[src/rtl/cpu_pkg.sv]
// Shared definitions for the sequencer: opcode values, instruction field
// positions and the control FSM state encoding.
package cpu_pkg;

  localparam int unsigned INSTR_W = 16;
  localparam int unsigned OPC_W   = 4;
  localparam int unsigned FLD_W   = 3;
  localparam int unsigned IMM_W   = 8;

  localparam int unsigned OPC_LSB = 12;
  localparam int unsigned RD_LSB  = 9;
  localparam int unsigned RS1_LSB = 6;
  localparam int unsigned RS2_LSB = 3;
  localparam int unsigned IMM_LSB = 0;

  localparam logic [OPC_W-1:0] OP_NOP  = 4'h0;
  localparam logic [OPC_W-1:0] OP_JMP  = 4'h8;
  localparam logic [OPC_W-1:0] OP_BZ   = 4'h9;
  localparam logic [OPC_W-1:0] OP_HALT = 4'hF;

  typedef enum logic [2:0] {
    S_IDLE,
    S_FETCH,
    S_DECODE,
    S_EXECUTE,
    S_WRITEBACK,
    S_HALT
  } state_t;

endpackage

[src/rtl/instr_decode.sv]
// Combinational instruction decoder: splits ir into register fields,
// immediate and opcode class flags.
module instr_decode
  import cpu_pkg::*;
(
  input  logic [INSTR_W-1:0] ir,
  output logic [FLD_W-1:0]   rd,
  output logic [FLD_W-1:0]   rs1,
  output logic [FLD_W-1:0]   rs2,
  output logic [IMM_W-1:0]   imm8,
  output logic [2:0]         alu_code,
  output logic               is_alu,
  output logic               is_jmp,
  output logic               is_bz,
  output logic               is_halt,
  output logic               is_illegal
);

  logic [OPC_W-1:0] opc;

  assign opc      = ir[OPC_LSB +: OPC_W];
  assign rd       = ir[RD_LSB  +: FLD_W];
  assign rs1      = ir[RS1_LSB +: FLD_W];
  assign rs2      = ir[RS2_LSB +: FLD_W];
  assign imm8     = ir[IMM_LSB +: IMM_W];
  assign alu_code = opc[2:0];

  always_comb begin
    is_alu     = 1'b0;
    is_jmp     = 1'b0;
    is_bz      = 1'b0;
    is_halt    = 1'b0;
    is_illegal = 1'b0;
    case (opc)
      OP_NOP:  ;
      OP_JMP:  is_jmp  = 1'b1;
      OP_BZ:   is_bz   = 1'b1;
      OP_HALT: is_halt = 1'b1;
      // remaining codes: 0x1-0x7 are ALU ops, 0xA-0xE are undefined
      default: begin
        if (!opc[3]) is_alu     = 1'b1;
        else         is_illegal = 1'b1;
      end
    endcase
  end

endmodule

[src/rtl/control_unit.sv]
// Multi-cycle control sequencer: fetches 16-bit instructions, steers the
// register bank and ALU, and handles jumps, conditional branches and halt.
module control_unit
  import cpu_pkg::*;
#(
  parameter int unsigned DATA_W = 8,
  parameter int unsigned REG_AW = 3,
  parameter int unsigned PC_W   = 8
) (
  input  logic              clk,
  input  logic              rst_n,
  input  logic              enable,
  output logic [PC_W-1:0]   imem_addr,
  output logic              imem_req,
  input  logic              imem_ack,
  input  logic [15:0]       imem_rdata,
  output logic [REG_AW-1:0] addr1,
  output logic [REG_AW-1:0] addr2,
  output logic [REG_AW-1:0] addrdest,
  output logic              reg_we,
  output logic [2:0]        alu_op,
  input  logic [3:0]        alu_status,
  output logic              halted,
  output logic              illegal
);

  if (DATA_W < 1) begin : g_bad_data_w
    $error("control_unit: DATA_W must be at least 1");
  end

  state_t             state;
  logic [PC_W-1:0]    pc;
  logic [INSTR_W-1:0] ir;
  logic               zflag;
  logic               we_q;

  logic [FLD_W-1:0]   rd, rs1, rs2;
  logic [IMM_W-1:0]   imm8;
  logic [2:0]         alu_code;
  logic               is_alu, is_jmp, is_bz, is_halt, is_illegal;
  logic               unused_status;

  instr_decode u_decode (
    .ir         (ir),
    .rd         (rd),
    .rs1        (rs1),
    .rs2        (rs2),
    .imm8       (imm8),
    .alu_code   (alu_code),
    .is_alu     (is_alu),
    .is_jmp     (is_jmp),
    .is_bz      (is_bz),
    .is_halt    (is_halt),
    .is_illegal (is_illegal)
  );

  assign imem_addr     = pc;
  assign addr1         = REG_AW'(rs1);
  assign addr2         = REG_AW'(rs2);
  assign addrdest      = REG_AW'(rd);
  // Gating keeps the write strobe off during a freeze without losing it.
  assign reg_we        = we_q & enable;
  assign unused_status = ^alu_status[3:1];

  always_ff @(posedge clk or negedge rst_n) begin
    if (!rst_n) begin
      state    <= S_IDLE;
      pc       <= '0;
      ir       <= '0;
      zflag    <= 1'b0;
      we_q     <= 1'b0;
      imem_req <= 1'b0;
      alu_op   <= '0;
      halted   <= 1'b0;
      illegal  <= 1'b0;
    end else if (!enable) begin
      illegal <= 1'b0;
    end else begin
      illegal <= 1'b0;
      unique case (state)
        S_IDLE: begin
          state    <= S_FETCH;
          imem_req <= 1'b1;
        end
        S_FETCH: begin
          if (imem_ack) begin
            ir       <= imem_rdata;
            imem_req <= 1'b0;
            state    <= S_DECODE;
          end
        end
        S_DECODE: begin
          if (is_alu) begin
            alu_op <= alu_code;
            state  <= S_EXECUTE;
          end else if (is_halt) begin
            halted <= 1'b1;
            state  <= S_HALT;
          end else begin
            if (is_jmp || (is_bz && zflag)) pc <= PC_W'(imm8);
            else                            pc <= pc + PC_W'(1);
            illegal  <= is_illegal;
            imem_req <= 1'b1;
            state    <= S_FETCH;
          end
        end
        S_EXECUTE: begin
          we_q  <= 1'b1;
          state <= S_WRITEBACK;
        end
        S_WRITEBACK: begin
          we_q     <= 1'b0;
          alu_op   <= '0;
          zflag    <= alu_status[0];
          pc       <= pc + PC_W'(1);
          imem_req <= 1'b1;
          state    <= S_FETCH;
        end
        S_HALT: ;
        default: state <= S_IDLE;
      endcase
    end
  end

endmodule
[config.mk]
export PLATFORM = sky130hd
export DESIGN_NAME = control_unit
export DESIGN_NICKNAME = d
export VERILOG_FILES = /design/src/rtl/cpu_pkg.sv /design/src/rtl/instr_decode.sv /design/src/rtl/control_unit.sv
export SDC_FILE = /design/constraint.sdc
export NUM_CORES = 1
export LEC_CHECK = 0
export CORE_MARGIN = 3
export CORE_UTILIZATION = 48
export DETAILED_ROUTE_END_ITERATION = 16
export PLACE_DENSITY = 0.78
export SLEW_MARGIN = 10
export SYNTH_ARGS = -nofsm -noshare
export SYNTH_HDL_FRONTEND = slang
export SYNTH_SLANG_ARGS = --single-unit
[constraint.sdc]
create_clock -name clk -period 2.1 [get_ports clk]
set_input_delay 0.21 -clock clk [delete_from_list [all_inputs] [get_ports clk]]
set_output_delay 0.21 -clock clk [all_outputs]
set_load 0.005 [all_outputs]
==> Yosys cells after proc, flatten, opt, wreduce, memory -nomap -nowiden <==
Index checks and enable logic that the tools add are counted.
{ "classes": {"add_sub_neg": 1, "n_eq_ne": 12, "muxes": 26, "n_bitwise": 3, "reduce_logical": 17} }
{ "op_table": {"columns": ["operator", "count"], "rows": [
  ["8-bit 2-to-1 mux", 3],
  ["8-bit one-hot mux with 2 select lines", 1],
  ["3-bit one-hot mux with 5 select lines", 1],
  ["1-bit 2-to-1 mux", 14],
  ["4-bit equality test (second input constant)", 3],
  ["3-bit 2-to-1 mux", 4],
  ["3-bit AND reduction", 3],
  ["8-bit by 1-bit adder with 8-bit output (second input constant)", 1],
  ["2-bit != test (second input constant)", 4],
  ["4-bit AND reduction", 2],
  ["3-bit by 2-bit equality test with 1-bit output (second input constant)", 2],
  ["3-bit equality test (second input constant)", 2],
  ["3-bit one-hot mux with 2 select lines", 1],
  ["5-bit AND reduction", 1],
  ["4-bit logical NOT", 1],
  ["2-bit AND reduction", 2],
  ["2-bit nonzero test", 2],
  ["4-bit OR reduction", 1],
  ["3-bit by 1-bit equality test with 1-bit output (second input constant)", 1],
  ["3-bit logical NOT", 1],
  ["1-bit one-hot mux with 3 select lines", 1],
  ["3-bit nonzero test", 1],
  ["1-bit inverter", 2],
  ["1-bit one-hot mux with 2 select lines", 1],
  ["other kinds (4)", 4]
]} }
{ "word_totals": {"reg_bits": 35, "wordCells": 68} }

==> Depth between registers and ports, before layout <==
Gate-level depths: netlist of run 1.
{ "depth": {"depth_word": 8, "ltp_mapped": 6} }

==> Modules after synthesis <==
Synthesis of run 1 repeated with hierarchy kept, for this count alone.
{ "unflattened": {"hier_cells": 173, "hier_area_um2": 1909.3} }
{ "modules_own_cells": {"columns": ["mod", "instances", "cells_each", "area_per_inst_um2", "seq_area_each_um2"], "rows": [
  ["control_unit", 1, 144, 1711.6, 875.8],
  ["instr_decode", 1, 29, 197.7, 0.0]
]} }

==> Worst setup path after synthesis of run 1 <==
OpenSTA, ideal clock, no wires.
{ "synth_path": {"path_kind": "register -> register", "from": "register state[0]", "to": "register pc[3], in the netlist imem_addr[3]", "setup_time_ps": 121, "arrival_ps": 1588, "slack_ps": 391, "path_stages_with_launch": 6, "path_cell_list": "dfrtp_1 buf_6 or3b_4 nand4_2 mux2_1 o22a_1"} }
{ "synth_via": {"elab_chain_cells": 3} }
{ "synth_rtl": {"columns": ["element", "line_no", "source"], "rows": [
  ["start: declaration", "control_unit.sv:31", "state_t state;"],
  ["start signal: assignment", "control_unit.sv:67", "state <= S_IDLE;"],
  ["start signal: assignment", "control_unit.sv:82", "state <= S_FETCH;"],
  ["start signal: assignment", "control_unit.sv:89", "state <= S_DECODE;"],
  ["3-bit by 2-bit equality test with 1-bit output or 3-bit equality test (tied branches)", "control_unit.sv:80", "unique case (state)"],
  ["2-bit != test (no source line) or 2-bit nonzero test (tied branches)", null, null],
  ["4-bit AND reduction (no source line)", null, null],
  ["end signal: assignment", "control_unit.sv:100", "if (is_jmp || (is_bz && zflag)) pc <= PC_W'(imm8);"],
  ["end signal: assignment", "control_unit.sv:101", "else pc <= pc + PC_W'(1);"],
  ["end signal: assignment", "control_unit.sv:115", "pc <= pc + PC_W'(1);"],
  ["end: declaration", "control_unit.sv:32", "logic [PC_W-1:0] pc;"]
]} }
Several ways; a longest one is shown, not always the timed one.
A chain may end at the register's enable or synchronous reset.

==> Worst setup path after layout of run 1 <==
{ "layout_path": {"from": "register state[2]", "to": "register pc[3], in the netlist imem_addr[3]"} }
Same word-level chain as after synthesis.

==> results of run 1 <==
## cells in the final DEF (no fill, tap or decap), types with 2 or more instances in the layout
cell type,n
o2bb2ai_1,4
o211ai_1,5
nor2b_1,2
nor3_1,4
inv_1,9
o21ai_0,12
buf_4,5
mux2_1,2
nand3_1,3
o21bai_1,2
mux2_2,14
dfrtp_1,35
a21oi_1,3
nand4_1,2
o211a_1,3
nor2_1,10
clkdlybuf4s50_1,44
mux2i_1,5
nand2_1,15
clkbuf_8,6
nand2b_1,3
a221o_1,2
## worst max-delay path, stage by stage (launching register included)
cell	delay [ns]
dfrtp_1	0.52
nor2b_1	0.24
a221o_1	0.39
nand2_1	0.27
o22a_1	0.27
## final timing paths
| path | cells after the start | endpoint | start |
|---|---|---|---|
| setup reg to reg | 4 | imem_addr[3] | state[2] |
| max in group asynchronous | 2 | ir[2] | rst_n |
| hold reg to reg | 1 | halted | halted |
| setup / recovery | 4 | imem_addr[3] | state[2] |
| hold / removal | 2 | ir[1] | rst_n |
| min in group clk | 1 | halted | halted |
## sequential cells by signal, indices dropped and copies added, names as in the netlist
register	count
ir	16
imem_addr	8
alu_op	3
state	3
halted	1
illegal	1
imem_req	1
we_q	1
zflag	1
## layer usage
| metal | up-vias | track usage | wire, um |
|---|---|---|---|
| met1 | 663 | 0.275 | 1780 |
| met5 | - | 0 | 0 |
| met2 | 44 | 0.311 | 1950 |
| met3 | 5 | 0.0532 | 200 |
| met4 | 0 | 0.0695 | 48 |
| li1 | 682 | - | - |
## logic make-up (layout without fill, tap and decap cells)
group                    Yosys count  after routing  share of synthesized area
XOR/XNOR                           1              1                    0.00478
adder cells (fa/ha/maj)            1              1                    0.00682
flip-flops                        35             35                      0.478
AND/OR/NAND/NOR                   48             48                      0.143
buffers and inverters             29             66                     0.0908
multiplexers                      21             21                      0.126
AO/OA/AOI/OAI                     39             39                      0.151
## where the power goes
part           leakage [uW]  internal (uW)  total [uW]  switching (uW)
logic              0.000540            742        1270             526
registers          0.000428            964        1300             332
clock network     0.0000612            384         619             236
total               0.00103           2090        3180            1090
## final cells by class
class                   instances  area [um^2]  area share
well taps                      46         57.6      0.0244
multi-input cells             110          797       0.338
inverters                       9         33.8      0.0143
clock buffers                   6         82.6      0.0350
clock inverters                 2         35.0      0.0148
repair buffers                 49          478       0.203
flip-flops and latches         35          876       0.371
## through the flow
| stage | utilization | power [uW] | std cells |
|---|---|---|---|
| 6_report | 0.675 | 3180 | 257 |
| 5_1_grt | 0.675 | 3400 | 257 |
| 4_1_cts | 0.675 | 3210 | 257 |
| 3_5_place_dp | 0.642 | 2580 | 249 |
| 3_3_place_gp | 0.642 | 2500 | 249 |
| 2_1_floorplan | - | 2110 | 174 |
==> impl_metrics.csv, run 1 <==
group,metric,value,unit
status,status,"finished clean",
sta,hold_ws,0.343,ns
critical_path,worstSetupPathType,"register to register",
sta,worst_slew_pin_slew,0.445,ns
critical_path,worstPathRequired,2.28,ns
synth,synth_edf_count,0,
power_and_ir_drop,power.leakage,0.00103,uW
synth,syn_nets,199,
global_routing,grt_pass1_vias,1416,
drt,drt-vias-per-instance,5.42,
cts,max-clock-path-buffers,2,
die,dieArea,4600,um^2
sta,final_hold_viol_count,0,
synth,ys.flop_type,"dfrtp_1",
sta,fin_ws,0.313,ns
critical_path,crit_arrival,1.97,ns
hold_path,min_path_type,"primary input to async pin",
sta,period_minus_slack,1.79,ns
sta,setup_violations,0,
global_routing,grt_max_degree,36,
job,max_cap_viol_count,0,
cts,h-tree-depth,2,
placement,place_ws,0.259,ns
synth,syn_area,1830,um^2
sta,drv_slew,0,
cells_and_area,stdcell_area,2360,um^2
synth,synth_area_leaders,"dfrtp_1 48%, mux2_2 8.6%, buf_4 3.7%",
synth,synth_cells,174,
global_routing,grt_pass1_wl,6860,um
cts,cts_tree,"yes",
synth,synth_seq_cells,35,
drt,vias,1394,
die,rows,21,
cts,cts-root-buf,"clkbuf_8",
sta,fmax,560,MHz
synth,yosysTopAreaCell,"dfrtp_1",
cts,post_cts_buffers,0,
drt,drt_pass1_iterations,5,
synth,synth-warning-count,0,
die,die_x,67.8,um
placement,dpl_cell_area,2240,um^2
sta,maxSlewHeadroom,0.701,
critical_path,cp_max_fo,11,
synth,synth_cell_type_count,42,
sta,rsz0062_at_grt,"no",
drt,wl_per_cell,15.5,um
sta,fin_worst_skew,0.00928,ns
critical_path,ff2ff_setup_slack,0.31,ns
cells_and_area,drive_gt1_frac,0.152,
drt,remaining_drc_errors,0,
cts,clock-sinks,35,
synth,yosysMostFrequentCell,"dfrtp_1",
cells_and_area,fin_nets,235,
drt,antenna_left,0,
sta,period_share,0.851,
cts,cts_resized,0,
sta,setup_tns,0,ns
global_routing,antenna_found_initial,0,
synth,synth_common_cells,"35 x dfrtp_1, 15 x nand2_1, 14 x mux2_2, 12 x o21ai_0, 10 x nor2_1",
cts,cts_hold_buf,0,
cts,cts_buffers,5,
drt,wl,3980,um
global_routing,grt.overflow.total,0,
critical_path,cp-end-kind,"register",
critical_path,startpoint_type,"register",
global_routing,track_usage,0.202,
synth,synth_top_area_frac,0.478,
die,ios,48,
power_and_ir_drop,p_per_area,1350,nW/um^2
cts,clk_latency,0.29,ns
die,start_util,0.525,
synth,synth_seq_area_share,0.478,
synth,ys_async_sr_fraction,1.00,
cells_and_area,num_antenna_cells,0,
cells_and_area,syn_to_final_growth,28.7,%
synth,avgSynthCellArea,10.5,um^2
power_and_ir_drop,irDropWorstVdd,0.732,mV
cts,clk_pin_slew,0.08,ns
drt,drtIter0Drc,103,
cells_and_area,n_fill_cell,267,
placement,dp_hpwl,2900,um
placement,io_buffers,44,
die,die_y,67.8,um
placement,gp_congestion,0.909,
die,core,3490,um^2
Note: power is estimated with default switching activity, not from simulation.
==> run 2: changes to the inputs <==
--- a/config.mk
+++ b/config.mk
@@ -8,6 +8,7 @@
 export CORE_MARGIN = 3
 export CORE_UTILIZATION = 48
 export DETAILED_ROUTE_END_ITERATION = 16
+export GPL_TIMING_DRIVEN = 0
 export PLACE_DENSITY = 0.78
 export SLEW_MARGIN = 10
 export SYNTH_ARGS = -nofsm -noshare
==> run 2 against run 1 <==
Against the previous run: clock-buffer cell count did not move; core utilization rose by 1.2 points; cell count rose by 5.4%; combinational power rose by 22%; maximum frequency fell by 3.3%; via count rose by 7.5%; sequential cell count did not move; clock skew rose by 0.0018 ns; die area did not move; highest routed layer unchanged.
==> impl_metrics.csv, run 2 (synthesis gave the netlist of run 1 again) <==
group,metric,value,unit
sta,final_hold_viol_count,0,
global_routing,grt.overflow.total,0,
sta,setup_violations,0,
critical_path,max_stage_delay,0.38,ns
cts,clock-sinks,35,
cells_and_area,num_antenna_cells,0,
sta,period_minus_slack,1.85,ns
die,die_x,67.8,um
critical_path,path_cells,"buf_6 > or3b_4 > nand4_2 > mux2_1 > o22a_1",
sta,fin_worst_skew,0.0111,ns
drt,drtIter0Drc,95,
critical_path,cp_max_fo,9,
cts,h-tree-depth,2,
cells_and_area,top_register,"ir",
sta,fin_ws,0.252,ns
placement,dp_hpwl,3000,um
global_routing,grt_pass1_wl,7070,um
die,rows,21,
global_routing,track_usage,0.209,
drt,vias,1498,
status,status,"finished clean",
cells_and_area,area.sequential,876,um^2
drt,antenna_left,0,
die,dieArea,4600,um^2
critical_path,cp_num_buf_inv,1,
cts,post_cts_buffers,0,
power_and_ir_drop,irDropWorstVdd,0.653,mV
cts,clk_pin_slew,0.08,ns
drt,wl,4010,um
placement,dp_cells,263,
critical_path,cp-end-kind,"register",
critical_path,setup.worst_path.start,"state[0]",
cells_and_area,utilization,0.687,
power_and_ir_drop,power.leakage,0.00107,uW
cts,cts_hold_buf,0,
global_routing,grt_max_degree,36,
global_routing,grt_pass1_vias,1498,
cells_and_area,final_common_cell,"clkdlybuf4s50_1",
cts,cts_tree,"yes",
critical_path,critPathSlowestCell,"or3b_4",
cells_and_area,fin_nets,249,
drt,drt_pass1_iterations,5,
sta,worst_slew_pin_slew,0.782,ns
sta,drv_slew,0,
sta,rsz0062_at_grt,"no",
sta,setup_tns,0,ns
cells_and_area,largest_reg_flops,16,
cts,max-clock-path-buffers,2,
die,ios,48,
hold_path,min_path_type,"primary input to async pin",
cells_and_area,n_fill_cell,288,
placement,place_ws,0.242,ns
critical_path,crit_arrival,2.02,ns
power_and_ir_drop,power,3210,uW
cts,cts-root-buf,"clkbuf_8",
global_routing,antenna_found_initial,0,
drt,wl_per_cell,14.8,um
sta,period_share,0.880,
cells_and_area,syn_to_final_growth,31.0,%
cells_and_area,multi_input_area,791,um^2
cts,cts_buffers,5,
cells_and_area,drive_gt1_frac,0.196,
drt,remaining_drc_errors,0,
cts,clk_latency,0.29,ns
die,die_y,67.8,um
sta,fmax,541,MHz
drt,drt-vias-per-instance,5.53,
critical_path,worstPathRequired,2.27,ns
critical_path,worstReg2RegStart,"state[0]",
job,max_cap_viol_count,0,
sta,maxSlewHeadroom,0.478,
critical_path,startpoint_type,"register",
cells_and_area,stdcell_count,271,
die,start_util,0.525,
critical_path,critical_path.top_delay_family,"simple AND/OR/NAND/NOR gates",
cells_and_area,mostFrequentLayoutCells,"42 x clkdlybuf4s50_1, 35 x dfrtp_1, 15 x nand2_1",
power_and_ir_drop,p_per_area,1340,nW/um^2
die,core,3490,um^2
placement,io_buffers,43,
placement,gp_congestion,0.856,
critical_path,worstSetupPathType,"register to register",
cts,cts_resized,0,
[run 2: layer usage]
metal | track usage | vias to the layer above | wire length, um
met1 | 0.289 | 738 | 1820
met4 | 0.0769 | 0 | 37
met2 | 0.310 | 43 | 1960
li1 | - | 713 | -
met5 | 0 | - | 0
met3 | 0.0599 | 4 | 191
[run 2: final cells by class]
type,count,share of cell area
multi-input combinational,110,0.329
sequential,35,0.365
clock inverter,2,0.00521
buffer,20,0.0552
clock buffer,6,0.0302
timing repair buffer,43,0.177
tap,46,0.0240
inverter,9,0.0141
[run 2: through the flow]
| step | cell area [um^2] | hold slack [ns] |
|---|---|---|
| 2_1_floorplan | 1830 | -0.0856 |
| 3_5_place_dp | 2320 | 0.340 |
| 6_report | 2400 | 0.000536 |
| 3_3_place_gp | 2320 | 0.442 |
| 4_1_cts | 2400 | 0.0232 |
| 5_1_grt | 2400 | 0.0663 |
[run 2: worst register-to-register path, stage by stage, from the launching register on]
cell	delay (ns)
dfrtp_1	0.37
buf_6	0.13
or3b_4	0.38
nand4_2	0.28
mux2_1	0.37
o22a_1	0.21
[run 2: final timing paths]
check,end,slack (ns),cells after the start
max,imem_addr[3],0.25,5
max in group asynchronous,ir[9],1.59,1
min,alu_op[0],0.0005,1
min reg2reg,halted,0.47,1
max reg2reg,imem_addr[3],0.25,5
min in group clk,halted,0.26,2
[run 2: power by group]
group / switching, uW / internal (uW) / leakage [uW]
Clock: 240 / 232 / 0.0000412
Combinational: 658 / 888 / 0.000601
Sequential: 230 / 964 / 0.000428
